File: src/rtl/carregador_ram.sv
// ============================================================================
// carregador_ram
// ----------------------------------------------------------------------------
// Front-end for the 16x8 SAP-1 RAM. It owns the 4-bit memory address register
// and the manual programming path.
//
//   Program mode (programm_run = 0)
//     The raw write push-button is synchronized and debounced. Each accepted
//     press latches the data switches and produces exactly one registered,
//     single-cycle write strobe. The address comes either straight from the
//     address switches or from an auto-incrementing counter.
//
//   Run mode (programm_run = 1)
//     The block behaves as the plain MAR: it loads bus_in[3:0] when MAR_IN is
//     high and otherwise holds. The button is ignored and any in-flight
//     programming sequence is dropped.
//
// Ports
//   clock         system clock, all state changes on the rising edge
//   reset_n       asynchronous active-low reset
//   programm_run  1 = run mode, 0 = program mode
//   MAR_IN        run mode: load out_mar from bus_in[3:0]
//   bus_in        W-bus, only [3:0] is used
//   addr_dip      address switches
//   data_dip      data switches
//   WR_BUTTON     raw bouncing push-button, 1 = pressed
//   auto_inc      1 = out_mar advances after each manual write
//   out_mar       address to the RAM
//   ram_dip       latched write data to the RAM
//   WR_PULSE      single-cycle write strobe to the RAM
//   busy          1 whenever the FSM is outside IDLE
// ============================================================================
module carregador_ram #(
    parameter int DEBOUNCE_CYCLES = 16,
    parameter int CNT_W           = 5
) (
    input  logic       clock,
    input  logic       reset_n,
    input  logic       programm_run,
    input  logic       MAR_IN,
    input  logic [7:0] bus_in,
    input  logic [3:0] addr_dip,
    input  logic [7:0] data_dip,
    input  logic       WR_BUTTON,
    input  logic       auto_inc,
    output logic [3:0] out_mar,
    output logic [7:0] ram_dip,
    output logic       WR_PULSE,
    output logic       busy
);

    typedef enum logic [2:0] {
        IDLE,
        DEB_PRESS,
        SETUP,
        WRITE,
        WAIT_REL,
        DEB_REL
    } state_t;

    // The debounce counter is compared against the value it holds on the
    // edge that brings it to DEBOUNCE_CYCLES, so the terminal value is one
    // less than the required stable count.
    localparam logic [CNT_W-1:0] DEB_LAST = CNT_W'(DEBOUNCE_CYCLES - 1);

    state_t           state;
    logic [CNT_W-1:0] cnt;
    logic             s1;
    logic             s2;
    logic             auto_inc_q;

    // Only the low nibble of the bus addresses the 16-word RAM.
    logic             unused_bus;
    assign unused_bus = ^bus_in[7:4];

    // ------------------------------------------------------------------------
    // Two-flop synchronizer for the asynchronous push-button. Everything
    // downstream looks at s2 only.
    // ------------------------------------------------------------------------
    always_ff @(posedge clock or negedge reset_n) begin
        if (!reset_n) begin
            s1 <= 1'b0;
            s2 <= 1'b0;
        end else begin
            s1 <= WR_BUTTON;
            s2 <= s1;
        end
    end

    // ------------------------------------------------------------------------
    // History of auto_inc, used to spot the 0->1 edge that seeds the address
    // counter from the switches.
    // ------------------------------------------------------------------------
    always_ff @(posedge clock or negedge reset_n) begin
        if (!reset_n) begin
            auto_inc_q <= 1'b0;
        end else begin
            auto_inc_q <= auto_inc;
        end
    end

    // ------------------------------------------------------------------------
    // Programming FSM with registered outputs.
    //
    // A press must be stable for DEBOUNCE_CYCLES synchronized cycles before it
    // is accepted; the data switches are captured on the accepting edge. SETUP
    // gives the RAM one quiet cycle with address and data settled, WRITE is
    // the strobe cycle, and the release must then be stable for the same
    // number of cycles before another press can be seen. Holding the button
    // simply parks the FSM in WAIT_REL, so a long press yields one strobe.
    //
    // busy and WR_PULSE are driven from the transition itself, which keeps
    // them glitch-free flop outputs that track the state register exactly.
    //
    // Run mode overrides everything and returns to IDLE on the next edge;
    // this also covers the case of run mode arriving on the edge that would
    // have entered WRITE, so no strobe escapes.
    // ------------------------------------------------------------------------
    always_ff @(posedge clock or negedge reset_n) begin
        if (!reset_n) begin
            state    <= IDLE;
            cnt      <= '0;
            ram_dip  <= 8'h00;
            WR_PULSE <= 1'b0;
            busy     <= 1'b0;
        end else if (programm_run) begin
            state    <= IDLE;
            cnt      <= '0;
            WR_PULSE <= 1'b0;
            busy     <= 1'b0;
        end else begin
            WR_PULSE <= 1'b0;
            case (state)
                IDLE: begin
                    if (s2) begin
                        state <= DEB_PRESS;
                        cnt   <= '0;
                        busy  <= 1'b1;
                    end else begin
                        busy  <= 1'b0;
                    end
                end

                DEB_PRESS: begin
                    if (!s2) begin
                        state <= IDLE;
                        cnt   <= '0;
                        busy  <= 1'b0;
                    end else if (cnt == DEB_LAST) begin
                        state   <= SETUP;
                        cnt     <= '0;
                        ram_dip <= data_dip;
                    end else begin
                        cnt <= cnt + 1'b1;
                    end
                end

                SETUP: begin
                    state    <= WRITE;
                    WR_PULSE <= 1'b1;
                end

                WRITE: begin
                    state <= WAIT_REL;
                end

                WAIT_REL: begin
                    if (!s2) begin
                        state <= DEB_REL;
                        cnt   <= '0;
                    end
                end

                DEB_REL: begin
                    if (s2) begin
                        state <= WAIT_REL;
                        cnt   <= '0;
                    end else if (cnt == DEB_LAST) begin
                        state <= IDLE;
                        cnt   <= '0;
                        busy  <= 1'b0;
                    end else begin
                        cnt <= cnt + 1'b1;
                    end
                end

                default: begin
                    state <= IDLE;
                    cnt   <= '0;
                    busy  <= 1'b0;
                end
            endcase
        end
    end

    // ------------------------------------------------------------------------
    // Memory address register.
    //
    // Run mode: classic MAR, load from the bus on MAR_IN.
    // Program mode, auto_inc=0: follow the address switches while IDLE and
    //   freeze during a write sequence so the switches cannot move the
    //   address under an in-progress strobe.
    // Program mode, auto_inc=1: the register becomes a counter seeded from
    //   the switches on the rising edge of auto_inc and advanced (mod 16) as
    //   the FSM leaves WRITE. The seed wins if both happen on the same edge.
    //   Coming back from run mode the counter keeps whatever the MAR held.
    // ------------------------------------------------------------------------
    always_ff @(posedge clock or negedge reset_n) begin
        if (!reset_n) begin
            out_mar <= 4'h0;
        end else if (programm_run) begin
            if (MAR_IN) begin
                out_mar <= bus_in[3:0];
            end
        end else if (auto_inc) begin
            if (!auto_inc_q) begin
                out_mar <= addr_dip;
            end else if (state == WRITE) begin
                out_mar <= out_mar + 4'd1;
            end
        end else if (state == IDLE) begin
            out_mar <= addr_dip;
        end
    end

endmodule

File: config.mk
export PLATFORM = sky130hd
export DESIGN_NAME = carregador_ram
export DESIGN_NICKNAME = d
export VERILOG_FILES = /design/src/rtl/carregador_ram.sv
export SDC_FILE = /design/constraint.sdc
export NUM_CORES = 1
export LEC_CHECK = 0
export ABC_AREA = 1
export CAP_MARGIN = 15
export CELL_PAD_IN_SITES_DETAIL_PLACEMENT = 1
export CELL_PAD_IN_SITES_GLOBAL_PLACEMENT = 1
export CORE_ASPECT_RATIO = 0.75
export CORE_UTILIZATION = 35
export CTS_CLUSTER_DIAMETER = 120
export DETAILED_ROUTE_END_ITERATION = 8
export PLACE_DENSITY = 0.89
export RECOVER_POWER = 50
export SYNTH_ARGS = -nofsm -noshare
export SYNTH_HDL_FRONTEND = slang
export SYNTH_SLANG_ARGS = --single-unit
export TNS_END_PERCENT = 1
File: constraint.sdc
create_clock -name clock -period 2.1 [get_ports clock]
set_input_delay 0.315 -clock clock [delete_from_list [all_inputs] [get_ports clock]]
set_output_delay 0.315 -clock clock [all_outputs]
set_load 0.02 [all_outputs]
==> metrics list, run 1 <==
- In the synthesized netlist the async set-or-reset flop fraction comes to 100%.
- In this run the cell area of the synthesized design comes to between 1000 and 1500 um2.
- Avg Vias per Cell: approximately 4.8
- The count of pins over their slew limit was 0.
* Relative slew slack: between 70% and 80%
- The routed layout has about 1.2k vias.
* Final total negative setup slack: 0 ns
- Clock transition at the registers of the reported paths: 0.09 ns
- Reg-to-reg setup timing slack: between 0.5 and 0.6 ns
* Post-route ant nets: 0
- After layout, the worst path uses 81.0% of the clock period.
- The tree is rooted in a clkbuf_8.
- Aggregate global routing overflow: 0
- dfrtp_1 takes more of the synthesized area than any other cell.
* Setup CP Type: primary input to register
- Subtracting the final worst setup slack from the clock period gives between 1.5 and 2 ns.
- Leakage: between 0.0008 and 0.0009 uW
- Die span in y: 55.6 um
- Initial antenna violation count: 0
- Outcome: finished, violations left
* HPWL Detailed: between 2000 and 3000 um
* Setup WS pre-CTS: 0.306 ns
- Most common library cells after synthesis: nand2_1 (49), dfrtp_1 (25), nand3_1 (23)
- The clock network burns between 20 and 30% of the power.
- Number of enable-type register cells in the synthesized netlist: 0
- Pin placement for this block handled 40 I/O pins.
- The clock arrives with ~0.0040 ns of skew.
- Global routing consumed, over all layers together, between 10% and 20% of the routing resources.
- For the worst setup path, the data required time is between 2 and 2.5 ns.
- Once the floorplan was initialized, standard cells occupied roughly 37% of the core.
- Wire length of the first global-routing pass: between 5000 and 6000 um
- The number of clock buffers added by TritonCTS is 3.
- The checks that failed: design-rule violations.
* Routed WL: 3290 um
* Total cell area at the placement stage: approximately 1800 um2
- After synthesis the netlist holds a flip-flop and latch count of 25.
* Synthesis-to-finish area growth: 34.5%
* Number of endpoints with negative hold slack in the final report: 0
- Setup violations remaining at the end of the flow were counted as 0.
- Hold buffer count at cts: 0
* Cell-internal power: 755 uW
* Final weighted congestion in routability-driven placement: around 0.85
- Register area share after synthesis: between 40% and 50%
- The number of global-route vias before repair came to roughly 1.2k.
* Number of DRC violations after detailed routing: 2
* Post-layout worst setup margin: about 0.4 ns
* Synth top area share: 46.7%
* Htree depth: 1
- Setup repair after global routing left no endpoint under its margin.
- Library cells used by synthesis: 25
- The floorplan has 19 rows.
- Sorting the synthesized cells by area gives the leading types as dfrtp_1 (47%), nand2_1 (14%), nand3_1 (8.6%), nor2_1 (3.6%), o21ai_0 (3.4%).
- Among all cell types in the netlist, the one instantiated most often is nand2_1.
- Counting every instance in the synthesized netlist gives 165.
- Dividing the detail-routed wire length by the instance count gives around 13 um.
* Mean post-synth cell area: between 8 and 9 um2
- For this run, the top clock speed supported by timing is ~590 MHz.
- In this run, the number of DRC markers left after iteration 0 of detailed routing was 73.
- Highest fanout seen on the critical path: 9
- Number of antenna diodes: 0
- In this run switching power makes up a little under a third of total power.
* Die ar.: around 4100 um2
- Across the run, the number of max-cap violations was 0.
- Sw power: roughly 330 uW
* Power Density: 602 nW/um2
- Max IR drop VDD: between 0.0002 and 0.0003 V
- Buffers placed on the I/O ports in this run total 35.
- The core region is approximately 3700 um2.
- The worst setup path is captured at a register.
* Synth Flop Type: dfrtp_1
- No sink is reached through more buffers than the 2 on the longest clock path.
* CTS tree: done
- The completed layout was analyzed and its total power is ~1100 uW.
- Net total in the final layout: approximately 230
- Postcts setup bufs: 0
- Counting every net in the synthesized netlist gives between 150 and 200.
* Arrival @ worst endpoint: approximately 1.9 ns
- Share of power burned in registers: between 40 and 50%
- For this run, the number of Yosys warnings is 0.
- Fraction of layout instances using a drive strength above 1: between 10% and 20%
- Logic gate share of total power: a little under a quarter
* Sink count of the clock tree: 25
- TritonRoute pass-1 iters: 6
* Pin count of the biggest net entering global routing: 26
* Quantity of gates resized following cts: 0
- Cell area after layout: around 1800 um2
- Startpoint type of the worst setup path: primary input
- Width of the die: 73.4 um
- Slew at the pin closest to its max-slew limit: roughly 0.42 ns
* Hold crit path type: register to register
- The later pin in the worst-skew pair is clocked with a latency of about 0.27 ns.
## worst max-delay path, stage by stage
cell and delay [ns]:
dlygate4sd3_1 0.65, buf_4 0.24, nor2_4 0.06, nor2_1 0.35, and2_2 0.22, nor2_2 0.04
## through the flow
step / hold slack, ns / std cells / utilization, %
after floorplan: 0.0194 / 165 / -
after global placement: 0.333 / 253 / 48.1
after detailed placement: 0.336 / 253 / 48.1
after CTS: 0.359 / 257 / 49.4
after global routing: 0.369 / 257 / 49.2
final: 0.355 / 257 / 49.2
## sequential cells by signal (all words and copies together), names as in the netlist
| name | cells |
|---|---|
| auto_inc_q | 1 |
| out_mar | 4 |
| s2 | 1 |
| WR_PULSE | 1 |
| ram_dip | 8 |
| busy | 1 |
| cnt | 5 |
| state | 3 |
| s1 | 1 |
## final timing paths
path,startpoint,to,depth (start not counted)
worst max-delay path,programm_run,cnt[2]$_DFFE_PN0P_,6
worst min-delay path,s1$_DFF_PN0_,s2$_DFF_PN0_,0
worst max register to register,state[0]$_DFFE_PN0P_,cnt[2]$_DFFE_PN0P_,6
worst min register to register,s1$_DFF_PN0_,s2$_DFF_PN0_,0
max in group asynchronous,reset_n,cnt[1]$_DFFE_PN0P_,2
min in group asynchronous,reset_n,out_mar[1]$_DFFE_PN0P_,2
## cell usage in the layout, fill, tap and decap left out, drive strengths merged
| master | Yosys | final |
|---|---|---|
| a21boi | 1 | 1 |
| a21oi | 6 | 6 |
| a31oi | 1 | 1 |
| and2 | 1 | 1 |
| buf | 2 | 3 |
| clkbuf | 0 | 3 |
| clkdlybuf4s50 | 0 | 31 |
| clkinvlp | 0 | 1 |
| dfrtp | 25 | 25 |
| dlygate4sd3 | 0 | 4 |
| ha | 2 | 2 |
| inv | 12 | 12 |
| nand2 | 54 | 54 |
| nand3 | 25 | 25 |
| nand4 | 3 | 3 |
| nor2 | 19 | 19 |
| nor3 | 2 | 2 |
| o21ai | 11 | 11 |
| xnor2 | 1 | 1 |
## power by group through the flow
stage | Combinational [uW] | Sequential (uW) | Clock, uW
after floorplan | 128 | 557 | 0
after global placement | 250 | 545 | 0
after detailed placement | 258 | 546 | 0
after CTS | 259 | 536 | 311
after global routing | 278 | 539 | 330
final | 252 | 536 | 296
## area by class of cell
type / count / area (um2)
repair buffers: 38 / 373
fillers: 464 / 1860
flip-flops and latches: 25 / 626
multi-input cells: 126 / 643
clock buffers: 3 / 41.3
inverters: 12 / 45.0
well taps: 52 / 65.1
clock inverters: 1 / 7.51
## logic make-up after synthesis
group / Yosys count / share of synthesized area, %
buffers and inverters: 14 / 4.58
XOR/XNOR: 1 / 0.654
AO/OA/AOI/OAI: 19 / 7.38
adder cells (fa/ha/maj): 2 / 1.87
flip-flops: 25 / 46.7
AND/OR/NAND/NOR: 104 / 38.8
## per-layer routing
metal  up-vias  part of all wire, %  GRT usage, %
met4         0                 0.49          4.12
li1        623                    -             -
met3         2                  4.6          4.56
met2        23                   45          27.2
met5         -                    0             0
met1       583                   50          26.3
Note: power is estimated with default switching activity, not from simulation.
==> run 2: changes to the inputs <==
CORE_UTILIZATION = 30   (was 35)
PLACE_DENSITY = 0.82   (was 0.89)
clock period = 1.5 ns   (was 2.1 ns; I/O delays follow)
==> run 2 against run 1 <==
Against the previous run:
- the run now ends clean
- highest routed layer unchanged
- sequential power up 40%
- core utilization is 3.7 points lower
- global-route usage decreased by 0.89 points
- die area is 16% higher
- sequential share of layout area is 1.6 points lower
- sequential cell count did not move
- worst hold slack gained 0.0041 ns
- clock skew shrank 0.0014 ns
- critical endpoint is now ram_dip[1]
- critical path type is now register to output port
==> metrics list, run 2 (synthesis results as in run 1) <==
- HP Start: s1$_DFF_PN0_
* Std cell rows: 20
* Clock buffer count from CTS: 3
* CP max stage delay: ~0.60 ns
- The worst hold path belongs to the class register to register.
* Number of endpoints with negative hold slack in the final report: 0
- Headroom to the max-slew limit came out at between 50% and 60%.
- The die covers between 4000 and 5000 um2.
* Die span in y: 59.9 um
* Reg-to-reg setup timing slack: between 0.1 and 0.15 ns
* Worst EP required: 1.27 ns
- Number of DRC violations after detailed routing: 0
- Worst r2r path cells: 6
- Clock Skew: roughly 0.0026 ns
- RSZ-0062 raised after global routing: no
- Cells along the critical path: clkdlybuf4s50_1
- At the pin with the least slew margin, the transition time is about 0.63 ns.
* Aggregate global routing overflow: 0
* Vias post-DR: about 1.3k
- For the worst setup path, the data arrival time is around 1.2 ns.
- The number of antenna violations at the first check in global routing was 0.
- Sink count of the clock tree: 25
* Worst hold stages: 0
- Terminating pin of the worst hold path: s2$_DFF_PN0_
* Post-layout worst setup margin: 0.0346 ns
- Critical Path Sink Type: output port
- STA classifies the critical path startpoint as a register.
- In this run, the number of DRC markers left after iteration 0 of detailed routing was between 40 and 50.
- Via count of the first global-routing pass: approximately 1.3k
- Hold_ws: between 0.3 and 0.4 ns
- Routed WL: roughly 3600 um
* Wire length of the first global-routing pass: between 6000 and 7000 um
- In this run the horizontal extent of the chip is around 79 um.
* Num ports: 40
- Fraction of layout instances using a drive strength above 1: approximately 18%
- Fin cells: between 200 and 300
- Power Density: 819 nW/um2
- Largest Register: ram_dip
- Based on the critical path, the design can be clocked at up to between 600 and 700 MHz.
- Max IR drop VDD: 0.000304 V
- Layout Utilization: around 45%
* Number of flip-flops under the largest register name: 8
- Count of buffering cells on the critical path with inverters included: 1
* Setup CP Type: register to output port
- Counting the fill cells in the layout gives around 520.
- The library cell used most frequently in the layout, excluding fill and tap cells, is nand2_1.
* Slowest stage cell, crit path: clkdlybuf4s50_1
- Per-cell routed wire length: around 13 um
- Leakage: roughly 0.001 uW
- The run finished with clean final reports.
- The HPWL after detailed placement is about 2800 um.
- Using the TritonRoute via totals, the vias-per-cell ratio works out to between 4 and 5.
- Max-slew violation total from the final report: 0
- CTS tree: done
- Buffers inserted to repair hold after CTS numbered 0.
* Clock transition at the registers of the reported paths: 0.09 ns
* Skew-Pair Late Insertion Delay: ~0.27 ns
- Routability-driven placement finished with a final weighted congestion of around 0.81.
- The clock passes through at most 2 buffers.
- Endpoint of the most critical register-to-register path: busy$_DFFE_PN0P_
* Synthesis-to-finish area growth: 41.1%
- Of the available clock period, the critical path in the final layout requires 97.7%.
- Placed insts: around 270
- Reg-to-Reg Start: cnt[0]$_DFFE_PN0P_
- Post-route ant nets: 0
- Number of port buffers: 35
- Count of maximum capacitance violations: 0
- Initial core utilization: 32.2%
- Clock period minus final worst setup slack: roughly 1.5 ns
- In the layout the commonest cells are nand2_1 (49), dfrtp_1 (25), nand3_1 (23).
* TritonRoute pass-1 iters: 4
- Endpoints failing setup: 0
- The cell family contributing the most delay on the critical path is buffers and inverters.
* Placeable core area: just over 4000 um2
- Pin count of the biggest net entering global routing: 26
- CTS built an H-tree with a depth of 1.
- Number of antenna diodes: 0
* Highest fanout seen on the critical path: 2
- Net total in the final layout: approximately 250
- The largest registers in the layout are ram_dip (8), cnt (5), out_mar (4).
- CTS placed an instance of clkbuf_8 at the clock tree root.
* All-layer global routing usage: approximately 17%
* Setup WS pre-CTS: -0.102 ns
==> run 2: changes by cell type in the layout (fill, tap and decap cells not counted), moves of 2 or more <==
cell             previous run  this run
buf_4                       3        14
clkbuf_1                    0         2
clkdlybuf4s50_1            31        22
dlygate4sd2_1               0         5
dlymetal6s2s_1              0         3
==> run 2: layout make-up <==
class / count / area (um2) / area share, %
clock inverter: 1 / 7.51 / 0.397
timing repair buffer: 50 / 449 / 23.8
sequential: 25 / 626 / 33.1
multi-input combinational: 126 / 652 / 34.5
clock buffer: 3 / 41.3 / 2.19
tap: 55 / 68.8 / 3.64
inverter: 12 / 45.0 / 2.38
==> run 2: what timing repair did <==
action / CTS / global route
gates resized for setup: 5 / 5
setup endpoints to repair: 5 / 5
buffers inserted: 0 / 0
==> run 2: stage by stage <==
step	power (uW)	area [um2]	setup TNS, ns
detailed placement	1150	1850	-0.727
floorplan	960	1340	0
CTS	1570	1900	0
global route	1640	1890	0
global placement	1140	1850	-0.168
finish	1550	1890	0
==> run 2: worst max-delay path by stage <==
stage,from,end,depth (start not counted)
final,ram_dip[1]$_DFFE_PN0P_,ram_dip[1],1
after global routing,ram_dip[5]$_DFFE_PN0P_,ram_dip[5],1
after CTS,ram_dip[4]$_DFFE_PN0P_,ram_dip[4],1
after detailed placement,programm_run,cnt[2]$_DFFE_PN0P_,7
after global placement,programm_run,cnt[2]$_DFFE_PN0P_,6
after floorplan,cnt[0]$_DFFE_PN0P_,state[2]$_DFFE_PN0P_,8
==> run 2: power breakdown <==
part / leakage, uW / internal, uW / switching [uW]
Combinational: 0.000622 / 172 / 202
Sequential: 0.000332 / 709 / 41.9
Clock: 0.0000217 / 189 / 234
==> run 2: routing by layer <==
| metal | global-route usage [%] | routed length, um |
|---|---|---|
| met1 | 21.4 | 1630 |
| met2 | 29.6 | 1740 |
| met3 | 6.11 | 256 |
| met4 | 3.12 | 14 |
| met5 | 0 | 0 |
==> run 3: changes to the inputs <==
CAP_MARGIN = default   (was 15)
==> results of run 3 <==
The final DEF is identical to that of run 2; final timing and power are the same.
